**src/rtl/rx_rst_seq_if.sv**
```systemverilog
// ----------------------------------------------------------------------------
// rx_rst_seq_if
//   Bundle between the RX reset sequencer and its environment.
//
//   init_rst_in : power-on reset counter level, 1 = hold the RX chain in reset
//   lock_in     : front-end/ADC lock indication, synchronous to clk
//   stage_rst   : per-stage active-high resets, bit 0 = first RX stage
//   ready       : high while the chain is running
//   start_pulse : one-cycle pulse when the chain starts running
//   err_timeout : sticky flag, lock never qualified
//   state_dbg   : encoded sequencer state (HOLD=0 .. FAULT=4)
//
//   slave  : sequencer side (drives the status/reset outputs)
//   master : environment side (drives init_rst_in and lock_in)
// ----------------------------------------------------------------------------
interface rx_rst_seq_if #(
    parameter int N_STAGES = 4
);
    logic                init_rst_in;
    logic                lock_in;
    logic [N_STAGES-1:0] stage_rst;
    logic                ready;
    logic                start_pulse;
    logic                err_timeout;
    logic [2:0]          state_dbg;

    modport slave (
        input  init_rst_in,
        input  lock_in,
        output stage_rst,
        output ready,
        output start_pulse,
        output err_timeout,
        output state_dbg
    );

    modport master (
        output init_rst_in,
        output lock_in,
        input  stage_rst,
        input  ready,
        input  start_pulse,
        input  err_timeout,
        input  state_dbg
    );
endinterface

```
**src/rtl/rx_rst_seq.sv**
```systemverilog
// ----------------------------------------------------------------------------
// rx_rst_seq
//   Releases the per-stage resets of the RX chain one at a time once the
//   front-end lock has been stable for LOCK_FILT cycles, spacing releases by
//   STAGE_GAP cycles, then raises ready and a one-cycle start pulse. A new
//   init reset or a lock loss puts every stage back into reset. If lock never
//   qualifies within TIMEOUT cycles the sequencer parks in FAULT with a sticky
//   err_timeout until the next init reset.
//
//   clk : system clock, everything on posedge
//   rst : asynchronous active-high reset
//   bus : rx_rst_seq_if.slave (init_rst_in, lock_in in; stage_rst, ready,
//         start_pulse, err_timeout, state_dbg out). All outputs registered.
// ----------------------------------------------------------------------------
module rx_rst_seq #(
    parameter int N_STAGES  = 4,
    parameter int STAGE_GAP = 16,
    parameter int LOCK_FILT = 8,
    parameter int TIMEOUT   = 4096
) (
    input  logic           clk,
    input  logic           rst,
    rx_rst_seq_if.slave    bus
);

    localparam int LOCK_W = (LOCK_FILT > 1) ? $clog2(LOCK_FILT) : 1;
    localparam int GAP_W  = (STAGE_GAP > 1) ? $clog2(STAGE_GAP) : 1;
    localparam int TO_W   = (TIMEOUT   > 1) ? $clog2(TIMEOUT)   : 1;
    // k must be able to hold N_STAGES itself (the "all released" value).
    localparam int K_W    = $clog2(N_STAGES + 1);

    localparam logic [LOCK_W-1:0]   LOCK_LAST = LOCK_W'(LOCK_FILT - 1);
    localparam logic [GAP_W-1:0]    GAP_LAST  = GAP_W'(STAGE_GAP - 1);
    localparam logic [TO_W-1:0]     TO_LAST   = TO_W'(TIMEOUT - 1);
    localparam logic [K_W-1:0]      K_ALL     = K_W'(N_STAGES);
    localparam logic [N_STAGES-1:0] ALL_ONES  = {N_STAGES{1'b1}};

    typedef enum logic [2:0] {
        HOLD      = 3'd0,
        WAIT_LOCK = 3'd1,
        RELEASE   = 3'd2,
        RUN       = 3'd3,
        FAULT     = 3'd4
    } state_t;

    state_t              state,       state_nxt;
    logic [N_STAGES-1:0] stage_rst,   stage_rst_nxt;
    logic                ready,       ready_nxt;
    logic                start_pulse, start_pulse_nxt;
    logic                err_timeout, err_timeout_nxt;
    logic [LOCK_W-1:0]   lock_cnt,    lock_cnt_nxt;
    logic [GAP_W-1:0]    gap_cnt,     gap_cnt_nxt;
    logic [K_W-1:0]      k,           k_nxt;
    logic [TO_W-1:0]     to_cnt,      to_cnt_nxt;

    always_ff @(posedge clk or posedge rst) begin
        if (rst) begin
            state       <= HOLD;
            stage_rst   <= ALL_ONES;
            ready       <= 1'b0;
            start_pulse <= 1'b0;
            err_timeout <= 1'b0;
            lock_cnt    <= '0;
            gap_cnt     <= '0;
            k           <= '0;
            to_cnt      <= '0;
        end else begin
            state       <= state_nxt;
            stage_rst   <= stage_rst_nxt;
            ready       <= ready_nxt;
            start_pulse <= start_pulse_nxt;
            err_timeout <= err_timeout_nxt;
            lock_cnt    <= lock_cnt_nxt;
            gap_cnt     <= gap_cnt_nxt;
            k           <= k_nxt;
            to_cnt      <= to_cnt_nxt;
        end
    end

    // Stages are released strictly in order, so releasing the next stage is
    // a left shift of the reset vector with a zero shifted into bit 0.
    always_comb begin
        state_nxt       = state;
        stage_rst_nxt   = stage_rst;
        ready_nxt       = 1'b0;
        start_pulse_nxt = 1'b0;
        err_timeout_nxt = err_timeout;
        lock_cnt_nxt    = lock_cnt;
        gap_cnt_nxt     = gap_cnt;
        k_nxt           = k;
        to_cnt_nxt      = to_cnt;

        if (bus.init_rst_in) begin
            state_nxt       = HOLD;
            stage_rst_nxt   = ALL_ONES;
            err_timeout_nxt = 1'b0;
            lock_cnt_nxt    = '0;
            gap_cnt_nxt     = '0;
            k_nxt           = '0;
            to_cnt_nxt      = '0;
        end else begin
            unique case (state)
                HOLD: begin
                    stage_rst_nxt = ALL_ONES;
                    state_nxt     = WAIT_LOCK;
                    lock_cnt_nxt  = '0;
                    to_cnt_nxt    = '0;
                end

                WAIT_LOCK: begin
                    stage_rst_nxt = ALL_ONES;
                    if (bus.lock_in && lock_cnt == LOCK_LAST) begin
                        // Qualification wins over a coincident timeout.
                        state_nxt     = RELEASE;
                        stage_rst_nxt = ALL_ONES << 1;
                        k_nxt         = K_W'(1);
                        gap_cnt_nxt   = '0;
                        lock_cnt_nxt  = '0;
                        to_cnt_nxt    = '0;
                    end else if (to_cnt == TO_LAST) begin
                        state_nxt       = FAULT;
                        err_timeout_nxt = 1'b1;
                        lock_cnt_nxt    = '0;
                        to_cnt_nxt      = '0;
                    end else begin
                        to_cnt_nxt   = to_cnt + TO_W'(1);
                        lock_cnt_nxt = bus.lock_in ? lock_cnt + LOCK_W'(1) : '0;
                    end
                end

                RELEASE: begin
                    if (!bus.lock_in) begin
                        state_nxt     = WAIT_LOCK;
                        stage_rst_nxt = ALL_ONES;
                        lock_cnt_nxt  = '0;
                        gap_cnt_nxt   = '0;
                        k_nxt         = '0;
                        to_cnt_nxt    = '0;
                    end else if (gap_cnt == GAP_LAST) begin
                        gap_cnt_nxt = '0;
                        if (k == K_ALL) begin
                            state_nxt       = RUN;
                            ready_nxt       = 1'b1;
                            start_pulse_nxt = 1'b1;
                            k_nxt           = '0;
                        end else begin
                            stage_rst_nxt = stage_rst << 1;
                            k_nxt         = k + K_W'(1);
                        end
                    end else begin
                        gap_cnt_nxt = gap_cnt + GAP_W'(1);
                    end
                end

                RUN: begin
                    if (!bus.lock_in) begin
                        state_nxt     = WAIT_LOCK;
                        stage_rst_nxt = ALL_ONES;
                        lock_cnt_nxt  = '0;
                        gap_cnt_nxt   = '0;
                        k_nxt         = '0;
                        to_cnt_nxt    = '0;
                    end else begin
                        stage_rst_nxt = '0;
                        ready_nxt     = 1'b1;
                    end
                end

                FAULT: begin
                    // Lock is ignored here; only an init reset or rst leaves.
                    stage_rst_nxt   = ALL_ONES;
                    err_timeout_nxt = 1'b1;
                end

                default: begin
                    state_nxt     = HOLD;
                    stage_rst_nxt = ALL_ONES;
                    lock_cnt_nxt  = '0;
                    gap_cnt_nxt   = '0;
                    k_nxt         = '0;
                    to_cnt_nxt    = '0;
                end
            endcase
        end
    end

    assign bus.stage_rst   = stage_rst;
    assign bus.ready       = ready;
    assign bus.start_pulse = start_pulse;
    assign bus.err_timeout = err_timeout;
    assign bus.state_dbg   = state;

endmodule

```
**src/flat_wrapper.sv**
```systemverilog
// flat-port wrapper written by rule: the top's interface ports become plain ports
module rx_rst_seq_flat 
#(
    parameter int N_STAGES  = 4,
    parameter int STAGE_GAP = 16,
    parameter int LOCK_FILT = 8,
    parameter int TIMEOUT   = 4096
)
  (clk, rst, bus_init_rst_in, bus_lock_in, bus_stage_rst, bus_ready, bus_start_pulse, bus_err_timeout, bus_state_dbg);
  rx_rst_seq_if #(.N_STAGES(N_STAGES)) bus_i ();
  input  logic clk;
  input  logic rst;
  input wire logic [$bits(bus_i.init_rst_in)-1:0] bus_init_rst_in;
  input wire logic [$bits(bus_i.lock_in)-1:0] bus_lock_in;
  output wire logic [$bits(bus_i.stage_rst)-1:0] bus_stage_rst;
  output wire logic [$bits(bus_i.ready)-1:0] bus_ready;
  output wire logic [$bits(bus_i.start_pulse)-1:0] bus_start_pulse;
  output wire logic [$bits(bus_i.err_timeout)-1:0] bus_err_timeout;
  output wire logic [$bits(bus_i.state_dbg)-1:0] bus_state_dbg;
  assign bus_i.init_rst_in = bus_init_rst_in;
  assign bus_i.lock_in = bus_lock_in;
  assign bus_stage_rst = bus_i.stage_rst;
  assign bus_ready = bus_i.ready;
  assign bus_start_pulse = bus_i.start_pulse;
  assign bus_err_timeout = bus_i.err_timeout;
  assign bus_state_dbg = bus_i.state_dbg;
  rx_rst_seq #(.N_STAGES(N_STAGES), .STAGE_GAP(STAGE_GAP), .LOCK_FILT(LOCK_FILT), .TIMEOUT(TIMEOUT)) u_core (.clk(clk), .rst(rst), .bus(bus_i));
endmodule
```
**config.mk**
```make
export PLATFORM = sky130hd
export DESIGN_NAME = rx_rst_seq_flat
export DESIGN_NICKNAME = d
export VERILOG_FILES = /design/src/rtl/rx_rst_seq_if.sv /design/src/rtl/rx_rst_seq.sv /design/src/flat_wrapper.sv
export SDC_FILE = /design/constraint.sdc
export NUM_CORES = 1
export LEC_CHECK = 0
export CELL_PAD_IN_SITES_DETAIL_PLACEMENT = 1
export CELL_PAD_IN_SITES_GLOBAL_PLACEMENT = 2
export CORE_MARGIN = 5
export CORE_UTILIZATION = 36
export CTS_BUF_LIST = sky130_fd_sc_hd__clkbuf_4 sky130_fd_sc_hd__clkbuf_8 sky130_fd_sc_hd__clkbuf_16
export CTS_CLUSTER_DIAMETER = 30
export CTS_CLUSTER_SIZE = 40
export DETAILED_ROUTE_END_ITERATION = 12
export PLACE_DENSITY = 0.75
export REMOVE_ABC_BUFFERS = 1
export SYNTH_ARGS = -nofsm -noshare
export SYNTH_HDL_FRONTEND = slang
export SYNTH_SLANG_ARGS = --single-unit
```
**constraint.sdc**
```tcl
create_clock -name clk -period 2.5 [get_ports clk]
set_input_delay 0.375 -clock clk [delete_from_list [all_inputs] [get_ports clk]]
set_output_delay 0.375 -clock clk [all_outputs]
set_load 0.01 [all_outputs]
```
==> results of run 1 <==
==> where the power goes <==
part | switching [mW] | internal [mW] | leakage [nW]
clock network | 0.196 | 0.220 | 0.0510
logic | 0.0508 | 0.0374 | 0.432
registers | 0.0139 | 0.526 | 0.428
==> flip-flops by register name (all words and copies together), names as in the netlist <==
| name | cells |
|---|---|
| u_core.k | 3 |
| u_core.to_cnt | 12 |
| u_core.bus.ready | 1 |
| u_core.gap_cnt | 4 |
| u_core.lock_cnt | 3 |
| u_core.bus.err_timeout | 1 |
| u_core.bus.stage_rst | 4 |
| u_core.bus.state_dbg | 3 |
| u_core.bus.start_pulse | 1 |
==> synth_stat cells, types with 2 or more instances <==
cell and number:
o31ai_1 3, nand3_1 9, or3_1 4, and2_1 2, buf_2 2, nor3b_1 2, a21oi_2 2, mux2i_1 5
nor4_1 3, dfrtp_1 28, dfstp_2 4, o2bb2ai_1 2, a32o_1 2, a21oi_1 10, ha_1 6, nand3b_1 2
a22oi_1 2, a31o_1 2, o21ai_0 10, nor2_1 10, a31oi_1 2, a221o_1 2, and3_1 2, inv_1 13
clkbuf_1 5, a22o_1 9, nor3_1 7, nand2_1 14
==> worst max path at each step <==
stage,from,depth (start not counted),to
after floorplan,u_core.bus.state_dbg[0],4,u_core.to_cnt[7]
after global placement,bus_lock_in,5,u_core.bus.stage_rst[3]
after detailed placement,bus_lock_in,5,u_core.bus.stage_rst[1]
after CTS,u_core.to_cnt[0],5,u_core.bus.state_dbg[0]
after global routing,u_core.to_cnt[0],5,u_core.bus.state_dbg[2]
final,u_core.to_cnt[0],5,u_core.bus.state_dbg[0]
==> routing by layer <==
layer	up-vias	GRT usage [%]	part of all wire, %
met3	8	3.95	3.5
met2	21	30.0	53
met4	0	5.07	1.4
met5	-	0	0
met1	749	18.6	42
li1	717	-	-
==> through the flow <==
step | setup WS [ns] | power, mW
finish | 0.474 | 1.04
global route | 0.313 | 1.11
CTS | 0.446 | 1.06
detailed placement | 0.319 | 0.640
global placement | 0.417 | 0.637
floorplan | 0.608 | 0.596
==> worst max-delay path, cell delays in order (launching register included) <==
cell	delay (ns)
dfrtp_1	0.42
ha_1	0.28
nand4_2	0.15
or4_4	0.62
a21oi_2	0.28
o32ai_1	0.14
==> kinds of logic after synthesis <==
family	Yosys count
AO/OA/AOI/OAI	51
XOR/XNOR	1
adder cells (fa/ha/maj)	6
buffers and inverters	21
flip-flops	32
multiplexers	5
AND/OR/NAND/NOR	66
==> cell type report <==
type / count / area (µm²) / area share, %
well taps: 67 / 83.8 / 4.02
clock inverters: 2 / 10.0 / 0.480
inverters: 13 / 48.8 / 2.34
multi-input cells: 129 / 866 / 41.5
repair buffers: 21 / 190 / 9.11
flip-flops and latches: 32 / 806 / 38.6
clock buffers: 6 / 82.6 / 3.96
==> metrics, run 1 <==
post-synthesis instance total 182; PD cells 500 mW/mm²; Ports 14; Avg WL per Cell 17.1 µm; Post-synth EDFFs 0; syn avg cell area 9.67 µm²; most frequent cells in the layout 28 x dfrtp_1, 14 x nand2_1, 13 x inv_1, 13 x clkdlybuf4s50_1; Inserted Diodes 0; hold slack 0.472 ns; initial DRC count 90; TNS Setup 0 ns; end of the worst hold path u_core.bus.stage_rst[3]; vias per cell 5.54; Top FF cell, synth dfrtp_1; routability cong. 0.833; post_cts resized 0; WS Path Type reg2reg; Leakage 0.911 nW; Synth Area in XOR/XNOR 0.498%; Cells on Worst Hold Path 2; status complete, no violations; synthesized area 0.00176 mm²; final instance area 0.00209 mm²; share of layout cells above drive strength 1 12.8%; worst rel slew slack 65.8%; hold buffer count at cts 0; Worst EP required 2.65 ns; Crit. End Element flop; r2r endpoint u_core.bus.state_dbg[0]; HP Start u_core.bus.stage_rst[3]; dominant cells by area after synthesis dfrtp_1 40%, dfstp_2 6.0%, a22o_1 4.5%; Clock Latency Late Sink 0.28 ns; core footprint 0.00472 mm²; Min Clock Period, post-route 2.03 ns; DP Cell Count 262; grt ovf 0; FF-to-FF setup slack 0.47 ns; critical path arrival 2.18 ns; largest net degree at the start of global routing 33; most common cell after layout, fill and taps aside dfrtp_1; Final Max Tran Viols 0; R2R depth 5; Hold Path Class reg2reg; first-pass GRT wire length 8180 µm; adder-cell share of the synthesized area 4.26%; Post-CTS Setup Bufs 0; post-route ant nets 0; DR vias 1495; WL final 4620 µm; area grow syn2layout 18.6%; Period Utilization, post-route 81.0%; row cnt 25; clock net sink count 32; Post-Synth Simple-Gate Area 20.8%; max_cap viols 0; H-tree levels 2; die height 79.9 µm; # fillers 550; Syn. warnings 0; RSZ-0062 raised after global routing no; crit start category flop; clock skew 0.00336 ns; clk buf depth 2; final hold viol count 0; non-filler cells in the finished layout 270; mux cell area share after synthesis 2.84%; gr usage total 16.4%; Chip Width 79.9 µm; input/output buffers 13; Critical Path Fanout Max 7; vias in the first global route 1606; Yosys top cell by area dfrtp_1; Slew @ Worst Pin 0.513 ns; antenna violations before repair 0; asr flop ratio synth 100%; First-pass DRT Iterations 4; number of synthesized register bits 32; TritonCTS clock tree yes; clk slew on worst S/H paths 0.07 ns; post-synth top area share 39.8%; fin util 44.2%; post-synthesis sequential area ratio 45.8%; Max Freq 494 MHz; Peak supply drop 0.200 mV; Distinct cells, synth 46; placed cell area 0.00199 mm²; main combinational cell family by area after synthesis simple AND/OR/NAND/NOR gates; Final setup viols 0; Clock Root Buffer clkbuf_8; reg2reg start u_core.to_cnt[0]; initial core utilization 37.3%; die area 0.00639 mm²; NumNets Final 212; CTS Buf Count 5; DP Wirelength 3450 µm; Synth Area in Compound Gates 20.8%; # DRC 0
Note: power is estimated with default switching activity, not from simulation.
==> run 2: changes to the inputs <==
- clock period: 2.5 -> 2 ns (I/O delays scaled with it)
==> metrics, run 2 (synthesis gave the netlist of run 1 again) <==
clock skew 0.0111 ns; r2r endpoint u_core.bus.state_dbg[0]; die height 79.9 µm; GRT met1 Usage 18.0%; Max Freq 545 MHz; DP Wirelength 3400 µm; Hold Path Class in2async; WS Path Type reg2reg; Period Utilization, post-route 91.8%; max_cap viols 0; Final setup viols 0; vias per cell 5.44; area grow syn2layout 23.5%; critical path arrival 1.99 ns; die area 0.00639 mm²; FF-to-FF setup slack 0.16 ns; share of layout cells above drive strength 1 16.5%; H-tree levels 2; Clock Latency Late Sink 0.29 ns; Avg WL per Cell 16.5 µm; reg2reg start u_core.to_cnt[1]; NumNets Final 221; crit start category flop; status complete, no violations; clk buf depth 2; worst rel slew slack 70.3%; most common cell after layout, fill and taps aside dfrtp_1; clock net sink count 32; Critical Path Fanout Max 7; Ports 14; DP Cell Count 269; initial core utilization 37.3%; Peak supply drop 0.389 mV; CTS Buf Count 5; Min Clock Period, post-route 1.84 ns; critical path's slowest cell or4_4; R2R depth 5; clk slew on worst S/H paths 0.08 ns; initial DRC count 47; RSZ-0062 raised after global routing no; Leakage 0.959 nW; max reg flops 12; Inserted Diodes 0; TNS Setup 0 ns; row cnt 25; core footprint 0.00472 mm²; GR peak layer met2; grt met2 use 29.1%; PD cells 657 mW/mm²; Crit. End Element flop; Reg with most FFs u_core.to_cnt; TritonCTS clock tree yes; Chip Width 79.9 µm; final hold viol count 0; first-pass GRT wire length 7930 µm; grt ovf 0; Clock Root Buffer clkbuf_8; non-filler cells in the finished layout 279; hold buffer count at cts 0; vias in the first global route 1666; routability cong. 0.811; post-route ant nets 0; gr usage total 16.0%; First-pass DRT Iterations 4; Worst EP required 2.16 ns; max incr delay on CP 0.57 ns; most frequent cells in the layout 28 x dfrtp_1, 17 x buf_4, 14 x nand2_1; biggest registers after layout u_core.to_cnt: 12 flops, u_core.bus.stage_rst: 4 flops, u_core.gap_cnt: 4 flops; antenna violations before repair 0; input/output buffers 13; grt met3 use 3.72%; # DRC 0; Final Max Tran Viols 0; WL final 4610 µm; CP Cell Sequence ha_1 > nand4_2 > or4_4 > a21oi_2 > o32ai_1; largest net degree at the start of global routing 33; DR vias 1517; Slew @ Worst Pin 0.442 ns
[run 2: cell types whose count changed in the layout (fill, tap and decap cells not counted), sizes merged]
cell,change
clkbuf,-1
clkinv,-1
bufinv,+1
clkinvlp,+1
buf,+9
[run 2: final cells by class]
| cell class | instances | area [µm²] |
|---|---|---|
| Fill cell | 538 | 2550 |
| Multi-Input combinational cell | 129 | 866 |
| Sequential cell | 32 | 806 |
| Timing Repair Buffer | 30 | 258 |
| Tap cell | 67 | 83.8 |
| Clock buffer | 5 | 68.8 |
| Inverter | 13 | 48.8 |
| Clock inverter | 3 | 42.5 |
[run 2: worst max-delay path, delay by kind of cell (launching register included)]
family	cells	cell delay, ns
compound gates	2	0.43
fa+ha+maj	1	0.20
simple gates	2	0.69
flops	1	0.39
[run 2: worst max path at each step]
| stage | from | to | depth (start not counted) |
|---|---|---|---|
| finish | u_core.to_cnt[1] | u_core.bus.state_dbg[0] | 5 |
| global route | u_core.to_cnt[1] | u_core.bus.err_timeout | 5 |
| CTS | u_core.lock_cnt[0] | u_core.k[0] | 6 |
| detailed placement | u_core.lock_cnt[0] | u_core.k[0] | 6 |
| global placement | u_core.lock_cnt[0] | u_core.k[0] | 6 |
| floorplan | u_core.bus.state_dbg[0] | u_core.to_cnt[7] | 4 |
[run 2: timing repair]
item,CTS,global route
endpoints found under the setup margin,0,7
gates resized for setup,0,1
setup buffers,0,2
[run 2: stage by stage]
step	power, mW	instance area, µm²	setup slack, ns	util (%)	hold slack (ns)
4_1_cts	1.44	2160	0.0156	45.7	0.426
6_report	1.43	2170	0.164	46.0	0.414
2_1_floorplan	0.746	1720	0.108	-	0.363
3_3_place_gp	0.803	2050	0.0979	43.3	0.460
3_5_place_dp	0.808	2050	-0.00430	43.3	0.465
5_1_grt	1.50	2170	0.0308	46.0	0.452
[run 2: report_power, final]
group / total, mW / switching (mW) / internal (mW)
logic: 0.133 / 0.0753 / 0.0578
registers: 0.666 / 0.00856 / 0.658
clock network: 0.629 / 0.261 / 0.369
total: 1.43 / 0.344 / 1.08
[run 2: layer usage]
layer	vias to the layer above	wire, µm
li1	733	-
met1	758	1970
met2	22	2450
met3	4	137
met4	0	45
met5	-	0
